`src/rtl/vstore_if.sv`:
```
// Request and byte-write bundle for vstore_serializer.
// byte_mask is present only when VSTORE_BYTE_MASK_EN is defined.
interface vstore_if #(
    parameter int ADDR_W = 16,
    parameter int NBYTES = 16
);
    logic                  start;
    logic [NBYTES*8-1:0]   vec_in;
    logic [ADDR_W-1:0]     base_addr;
`ifdef VSTORE_BYTE_MASK_EN
    logic [NBYTES-1:0]     byte_mask;
`endif
    logic                  mem_ready;
    logic                  mem_we;
    logic [ADDR_W-1:0]     mem_addr;
    logic [7:0]            mem_wdata;
    logic                  busy;
    logic                  done;

    // master: requester plus memory model; slave: the serializer
    modport master (
        output start, vec_in, base_addr,
`ifdef VSTORE_BYTE_MASK_EN
        output byte_mask,
`endif
        output mem_ready,
        input  mem_we, mem_addr, mem_wdata, busy, done
    );

    modport slave (
        input  start, vec_in, base_addr,
`ifdef VSTORE_BYTE_MASK_EN
        input  byte_mask,
`endif
        input  mem_ready,
        output mem_we, mem_addr, mem_wdata, busy, done
    );
endinterface

```
`src/rtl/vstore_serializer.sv`:
```
// Serializes a 128-bit vector into 16 byte writes at base_addr+i, honouring mem_ready.
// Optional per-byte write mask enabled by defining VSTORE_BYTE_MASK_EN.
module vstore_serializer #(
    parameter int ADDR_W = 16,
    parameter int NBYTES = 16
) (
    input  logic    clk,
    input  logic    rst,
    vstore_if.slave bus
);
    localparam int               IDX_W    = $clog2(NBYTES);
    localparam logic [IDX_W-1:0] LAST_IDX = IDX_W'(NBYTES - 1);

    typedef enum logic [1:0] {IDLE, WRITE, DONE} state_t;

    state_t               state_q, state_d;
    logic [IDX_W-1:0]     idx_q, idx_d;
    logic [NBYTES*8-1:0]  vec_q;
    logic [ADDR_W-1:0]    base_q;
    logic [NBYTES-1:0]    mask_q;

    logic                 mem_we_q, mem_we_d;
    logic [ADDR_W-1:0]    mem_addr_q, mem_addr_d;
    logic [7:0]           mem_wdata_q, mem_wdata_d;
    logic                 busy_q, busy_d;
    logic                 done_q, done_d;

    logic                 accept;
    logic                 retire;
    logic [NBYTES-1:0]    mask_in;
    logic [NBYTES*8-1:0]  vec_sel;
    logic [ADDR_W-1:0]    base_sel;
    logic [NBYTES-1:0]    mask_sel;

`ifdef VSTORE_BYTE_MASK_EN
    assign mask_in = bus.byte_mask;
`else
    assign mask_in = '1;
`endif

    assign accept = (state_q == IDLE) && bus.start;
    // A masked-off byte (mem_we_q=0) retires unconditionally after its single cycle.
    assign retire = (state_q == WRITE) && (!mem_we_q || bus.mem_ready);

    // On the accept edge the latches are still being loaded, so look through them.
    assign vec_sel  = accept ? bus.vec_in    : vec_q;
    assign base_sel = accept ? bus.base_addr : base_q;
    assign mask_sel = accept ? mask_in       : mask_q;

    always_ff @(posedge clk) begin
        if (rst) begin
            state_q     <= IDLE;
            idx_q       <= '0;
            vec_q       <= '0;
            base_q      <= '0;
            mask_q      <= '0;
            mem_we_q    <= 1'b0;
            mem_addr_q  <= '0;
            mem_wdata_q <= '0;
            busy_q      <= 1'b0;
            done_q      <= 1'b0;
        end else begin
            // NOTE: non-blocking so every register samples pre-edge values regardless of statement order.
            state_q     <= state_d;
            idx_q       <= idx_d;
            mem_we_q    <= mem_we_d;
            mem_addr_q  <= mem_addr_d;
            mem_wdata_q <= mem_wdata_d;
            busy_q      <= busy_d;
            done_q      <= done_d;
            if (accept) begin
                vec_q  <= bus.vec_in;
                base_q <= bus.base_addr;
                mask_q <= mask_in;
            end
        end
    end

    always_comb begin
        // NOTE: defaults first so no path leaves a variable unassigned, which would infer a latch.
        state_d = state_q;
        idx_d   = idx_q;
        unique case (state_q)
            IDLE: begin
                if (bus.start) begin
                    state_d = WRITE;
                    idx_d   = '0;
                end
            end
            WRITE: begin
                if (retire) begin
                    if (idx_q == LAST_IDX) state_d = DONE;
                    else                   idx_d   = idx_q + 1'b1;
                end
            end
            DONE:    state_d = IDLE;
            default: state_d = IDLE;
        endcase
    end

    // Next values of the registered outputs, derived from the state being entered.
    always_comb begin
        mem_we_d    = 1'b0;
        mem_addr_d  = '0;
        mem_wdata_d = '0;
        done_d      = 1'b0;
        busy_d      = (state_d != IDLE);
        if (state_d == WRITE) begin
            mem_we_d    = mask_sel[idx_d];
            mem_addr_d  = base_sel + ADDR_W'(idx_d);
            mem_wdata_d = vec_sel[{idx_d, 3'b000} +: 8];
        end
        if (state_d == DONE) begin
            done_d = 1'b1;
        end
    end

    assign bus.mem_we    = mem_we_q;
    assign bus.mem_addr  = mem_addr_q;
    assign bus.mem_wdata = mem_wdata_q;
    assign bus.busy      = busy_q;
    assign bus.done      = done_q;
endmodule
```
`src/flat_wrapper.sv`:
```
// flat-port wrapper written by rule: the top's interface ports become plain ports
module vstore_serializer_flat 
#(
    parameter int ADDR_W = 16,
    parameter int NBYTES = 16
)
  (clk, rst, bus_start, bus_vec_in, bus_base_addr, bus_mem_ready, bus_mem_we, bus_mem_addr, bus_mem_wdata, bus_busy, bus_done);
  vstore_if #(.ADDR_W(ADDR_W), .NBYTES(NBYTES)) bus_i ();
  input  logic clk;
  input  logic rst;
  input wire logic [$bits(bus_i.start)-1:0] bus_start;
  input wire logic [$bits(bus_i.vec_in)-1:0] bus_vec_in;
  input wire logic [$bits(bus_i.base_addr)-1:0] bus_base_addr;
  input wire logic [$bits(bus_i.mem_ready)-1:0] bus_mem_ready;
  output wire logic [$bits(bus_i.mem_we)-1:0] bus_mem_we;
  output wire logic [$bits(bus_i.mem_addr)-1:0] bus_mem_addr;
  output wire logic [$bits(bus_i.mem_wdata)-1:0] bus_mem_wdata;
  output wire logic [$bits(bus_i.busy)-1:0] bus_busy;
  output wire logic [$bits(bus_i.done)-1:0] bus_done;
  assign bus_i.start = bus_start;
  assign bus_i.vec_in = bus_vec_in;
  assign bus_i.base_addr = bus_base_addr;
  assign bus_i.mem_ready = bus_mem_ready;
  assign bus_mem_we = bus_i.mem_we;
  assign bus_mem_addr = bus_i.mem_addr;
  assign bus_mem_wdata = bus_i.mem_wdata;
  assign bus_busy = bus_i.busy;
  assign bus_done = bus_i.done;
  vstore_serializer #(.ADDR_W(ADDR_W), .NBYTES(NBYTES)) u_core (.clk(clk), .rst(rst), .bus(bus_i));
endmodule
```
`config.mk`:
```
export PLATFORM = sky130hd
export DESIGN_NAME = vstore_serializer_flat
export DESIGN_NICKNAME = d
export VERILOG_FILES = /design/src/rtl/vstore_if.sv /design/src/rtl/vstore_serializer.sv /design/src/flat_wrapper.sv
export SDC_FILE = /design/constraint.sdc
export NUM_CORES = 1
export LEC_CHECK = 0
export BUFFER_PORTS_ARGS = -buffer_cell sky130_fd_sc_hd__buf_2
export CORE_MARGIN = 2
export CORE_UTILIZATION = 30
export DETAILED_ROUTE_END_ITERATION = 8
export GPL_TIMING_DRIVEN = 0
export SLEW_MARGIN = 20
export SYNTH_ARGS = -nofsm -noshare
export SYNTH_HDL_FRONTEND = slang
export SYNTH_SLANG_ARGS = --single-unit
```
`constraint.sdc`:
```
create_clock -name clk -period 11.1 [get_ports clk]
set_input_delay 2.22 -clock clk [delete_from_list [all_inputs] [get_ports clk]]
set_output_delay 2.22 -clock clk [all_outputs]
set_load 0.01 [all_outputs]
```
# Word level (Yosys, flattened, before mapping)
# Cells that the tools add are included.
dict set report op_classes {
  add_sub_neg 2
  order_cmp 1
  eq_ne 4
  n_shift 1
  muxes 14
  bitwise_logic 1
  reduce_logical 7
}
# op n
set op_table {}
lappend op_table {{128-bit 2-to-1 mux} 1}
lappend op_table {{128-bit by 8-bit variable part select with 8-bit output} 1}
lappend op_table {{16-bit 2-to-1 mux} 2}
lappend op_table {{16-bit by 4-bit adder with 16-bit output} 1}
lappend op_table {{4-bit 2-to-1 mux} 3}
lappend op_table {{4-bit case mux with 2 select lines} 1}
lappend op_table {{2-bit 2-to-1 mux} 3}
lappend op_table {{4-bit by 5-bit less-than comparator with 1-bit output (second input constant)} 1}
lappend op_table {{4-bit by 1-bit adder with 4-bit output (second input constant)} 1}
lappend op_table {{1-bit binary-select mux with 4-bit select} 1}
lappend op_table {{2-bit by 1-bit == test with 1-bit output (second input constant)} 2}
lappend op_table {{4-bit == test (second input constant)} 1}
lappend op_table {{2-bit case mux with 2 select lines} 1}
lappend op_table {{2-bit == test (second input constant)} 1}
lappend op_table {{1-bit logical AND} 2}
lappend op_table {{2-bit logical NOT} 1}
lappend op_table {{1-bit 2-to-1 mux} 2}
lappend op_table {{2-bit nonzero test} 1}
lappend op_table {{2-bit OR reduction} 1}
lappend op_table {{1-bit logical NOT} 1}
lappend op_table {{1-bit logical OR} 1}
lappend op_table {{1-bit inverter} 1}
dict set report totals {
  reg_bits 193
  in_bits 148
  wordCells 40
}

# Logic depth before layout (Yosys ltp)
dict set report logic_depth {
  ltp_word 8
  depth_mapped 18
  mapped_depth_nobuf 14
}

# Worst setup path after synthesis
# OpenSTA, ideal clock, no wires.
dict set report synth_path {
  kind {input-to-reg}
  from {input port bus_start}
  to {register u_core.mem_addr_q[15], in the netlist u_core.bus.mem_addr[15]}
  arrival_ns 5.496
  slack_ns 5.476
  path_stages 14
  path_buffers 3
  cell_sequence {nor3b_1 > buf_2 > buf_2 > buf_1 > mux2i_1 > inv_1 > ha_1 > a21o_1 > a21oi_1 > o21ai_0 > or3b_1 > nor4_1 > xor2_1 > nor2_1}
}
dict set report synth_via {
  word_cells_on_any_way 10
}
# element line
set synth_rtl {}
lappend synth_rtl {{from (decl)} flat_wrapper.sv:11} ;# input wire logic [$bits(bus_i.start)-1:0] bus_start;
lappend synth_rtl {{1-bit logical AND} vstore_serializer.sv:41} ;# assign accept = (state_q == IDLE) && bus.start;
lappend synth_rtl {{16-bit 2-to-1 mux} vstore_serializer.sv:47} ;# assign base_sel = accept ? bus.base_addr : base_q;
lappend synth_rtl {{via u_core.base_sel[1]} vstore_serializer.sv:32} ;# logic [ADDR_W-1:0] base_sel;
lappend synth_rtl {{16-bit by 4-bit adder with 16-bit output} vstore_serializer.sv:110} ;# mem_addr_d = base_sel + ADDR_W'(idx_d);
lappend synth_rtl {{to (signal assigned)} vstore_serializer.sv:67} ;# mem_addr_q <= mem_addr_d;
lappend synth_rtl {{to (decl)} vstore_serializer.sv:23} ;# logic [ADDR_W-1:0] mem_addr_q, mem_addr_d;
# The timed path passes the listed nets, and every way through them passes these cells.
# A chain may end at the register's enable or synchronous reset.

# Worst setup path after layout
dict set report layout_path {
  from {input port bus_start}
  to {register u_core.mem_addr_q[10], in the netlist u_core.bus.mem_addr[10]}
}
# Same word-level chain as after synthesis.

==> impl_metrics.toml <==
[grt]
grt_antenna_before_repair = 0
overflow = 0
grt_usage_pct = 19.4
grt_pass1_vias = 8133
grt_pass1_wl_um = 45900
grt_max_degree = 20

[setup_path]
path_max_fanout = 10
critPathLaunchType = "primary input"
r2r_start = "u_core.state_q[0]$_SDFF_PP0_"
critPathTopFamily = "buffers and inverters"
required_ns = 11.38
endpoint_kind = "register"
r2r_slack_ns = 6.14
ff2ff_path_depth = 17
setup.worst_path.class = "primary input to register"
r2r_end = "u_core.bus.mem_addr[10]$_SDFF_PP0_"
path_buf_inv = 7
cp_cell_sequence = "buf_2 -> or3b_1 -> clkbuf_1 -> clkbuf_1 -> clkbuf_1 -> clkbuf_1 -> nand2_1 -> nand2_1 -> ha_1 -> inv_1 -> fa_1 -> nor2b_1 -> o21ai_0 -> and2_1 -> clkbuf_1 -> nor2_1 -> a211oi_1 -> a2111oi_0"
slowest_delay_ns = 0.61
crit_top_cell = "clkbuf_1"
worstPathArrival_ns = 6.77
critical-path-slowest-cell = "clkbuf_1"

[cts]
path_clk_slew_ns = 0.07
tritoncts = "yes"
cts_buffers = 17
cts_hold_buf = 0
cts_root_buffer = "clkbuf_16"
clock_sinks = 193
h-tree-depth = 4
max-clock-path-buffers = 2
clock_latency_ns = 0.45
ctsResizeCount = 0
cts_setup_buffers = 0

[status]
outcome = "finished, final reports clean"

[drt]
via_per_inst = 5.04
drc = 0
drt_wl_total_um = 30300
dr.pass1.iters = 5
via_count = 8743
wl_per_cell_um = 17.4
drt_iter0_markers = 709
ant_nets = 0

[yosys]
synth.net_count = 1302
synth_top_cell_area_share_pct = 43.7
synth_edf_count = 0
synthDistinctLibCells = 58
synth_seq_cells = 193
syn_area_um2 = 8850
synthAdderAreaFrac_pct = 0.933
synth_top_cell_by_area = "dfxtp_1"
synth_compound_area_share_pct = 18.2
synthTopCellsByArea = "dfxtp_1, nand2_1, a21oi_1, mux2i_1, nor2_1"
synth_top_family_by_area = "simple AND/OR/NAND/NOR gates"
yosys_warnings = 0
synth_xor_area_share_pct = 1.77
syn_inst = 1148
syn_avg_cell_area_um2 = 7.71
synthFlopType = "dfxtp_1"
synthArstFlopShare_pct = 0
synthSimpleGateAreaFrac_pct = 22.7
synthMuxAreaShare_pct = 8.28
seq_area_frac_synth_pct = 43.7

[timing]
setup-tns-final_ns = 0
rsz0062_at_grt = "no"
fin_ws_ns = 4.61
layout_min_cycle_time_ns = 6.49
max_freq_ghz = 0.154
hold_viol = 0
worst_slew_pin_slew_ns = 0.850
setup_viol = 0
slew_violations = 0
slew_headroom_pct = 41.7
period_share_pct = 58.4
finalClockSkew_ns = 0.0182

[worst_hold_path]
hold_path_class = "register to register"
hp-start = "u_core.vec_q[21]$_SDFF_PP0_"
hold_depth = 2
min_to = "u_core.vec_q[21]$_SDFF_PP0_"

[floorplanning]
fp.dieH_um = 176
initial_core_util_pct = 30.7
die_w_um = 176
die_area_um2 = 30900
core.rowCount = 62
pin_count = 175
core_area_um2 = 28900

[cells_and_area]
drive_gt1_share_pct = 17.0
stdcell_count = 1736
diodes = 0
syn_to_final_growth_pct = 21.7
fin_nets = 1494

[placed_design]
portBuffers = 173
place.gp.congestion = 0.899
place_inst = 1705
dp_slack_ns = 3.89
dp_hpwl_um = 23300

[power_and_ir_drop]
p_leak_nw = 4.42
pwr_density_cell_nw_per_um2 = 151
max-vdd-ir-drop_v = 0.0000995

[run]
drv_cap = 0
-- layer usage --
layer	vias up	wire length, µm	global-route usage (%)	part of all wire [%]
met2	332	13700	30.2	45
li1	4297	-	-	-
met1	4070	13900	26.6	46
met4	0	876	7.51	2.9
met3	44	1880	3.55	6.2
met5	-	0	0	0
-- registers in the layout, indices dropped and copies added, names as in the netlist, 2 cells and up --
| register | flops |
|---|---|
| u_core.base_q | 16 |
| u_core.mask_q | 16 |
| u_core.bus.mem_addr | 16 |
| u_core.idx_q | 4 |
| u_core.bus.mem_wdata | 8 |
| u_core.vec_q | 128 |
| u_core.state_q | 2 |
-- tightest hold or removal path, stage by stage, from the launching register on --
cell and delay, ns:
dfxtp_1 0.31, nand2_1 0.05, a21oi_1 0.05
-- power by group --
group | total (mW) | switching (mW) | internal, mW
Sequential | 0.764 | 0.0271 | 0.736
Combinational | 0.266 | 0.168 | 0.0980
Clock | 0.602 | 0.298 | 0.304
-- synth_stat cells, types with 2 or more instances --
cell type,number
nor2_1,102
mux2i_1,71
o21ai_0,16
buf_4,4
ha_1,5
o211ai_1,2
nand3_1,9
dfxtp_1,193
a221oi_1,13
a311oi_1,7
nand2_1,344
inv_1,9
o221ai_1,7
mux2_2,2
nor2b_1,5
nor3_1,11
nor4_1,4
a31oi_1,12
or3_1,2
nand4_1,4
o211a_1,7
and3_1,2
a21o_1,2
clkbuf_1,65
a21oi_1,151
and2_1,2
o31a_1,2
a211oi_1,6
o31ai_1,15
buf_1,5
buf_2,12
xor2_1,6
xnor2_1,10
or3b_1,2
a2111oi_0,8
nand2b_1,5
o21ai_1,5
-- kinds of logic (layout without fill, tap and decap cells) --
logic type	after synthesis	in the layout
DFF	193	193
xor gates and xnor gates	17	17
buffers and inverters	97	301
adders and majority gates	6	6
AOI/OAI and AO/OA	263	263
muxes	73	73
and+or+nand+nor	499	499
-- final cells by class --
cell class	instances	area [µm²]
tap	384	480
multi-input combinational	858	4590
buffer	87	364
sequential	193	3860
timing repair buffer	173	866
clock inverter	13	134
fill	3118	18100
clock buffer	18	439
inverter	10	37.5
-- per-stage QoR --
step	hold WS [ns]	power, mW	cell area, µm²	util [%]
after global routing	0.476	1.71	10800	37.3
after global placement	0.441	1.04	10200	35.3
after CTS	0.457	1.64	10800	37.3
after floorplan	0.436	0.934	8850	-
after detailed placement	0.446	1.04	10200	35.3
final	0.454	1.63	10800	37.3
-- cell usage in the layout, fill, tap and decap left out, drive strengths merged, types with 3 or more instances in the layout --
cell type	count
a31oi	12
clkinv	4
a311oi	7
xnor2	11
clkbuf	83
dfxtp	193
inv	19
mux2i	71
a2111oi	8
ha	5
o211a	7
nor4	4
nor3	12
xor2	6
a211oi	6
buf	195
a21oi	151
a221oi	14
o21ai	21
o31ai	15
o221ai	7
nor2	103
and2	3
nand2	344
nand4	4
nand3	9
nand2b	5
nor2b	5
-- worst max path at each step --
stage | cells after the start | start | slack [ns] | end
6_report | 18 | bus_start | 4.61 | u_core.bus.mem_addr[10]$_SDFF_PP0_
5_1_grt | 18 | bus_start | 4.36 | u_core.bus.mem_addr[12]$_SDFF_PP0_
3_3_place_gp | 15 | bus_start | 3.89 | u_core.bus.mem_addr[15]$_SDFF_PP0_
4_1_cts | 15 | bus_start | 4.36 | u_core.bus.mem_addr[15]$_SDFF_PP0_
3_5_place_dp | 15 | bus_start | 3.89 | u_core.bus.mem_addr[15]$_SDFF_PP0_
2_1_floorplan | 14 | bus_start | 5.48 | u_core.bus.mem_addr[15]$_SDFF_PP0_
No activity file was read; power rests on OpenSTA's default activity.
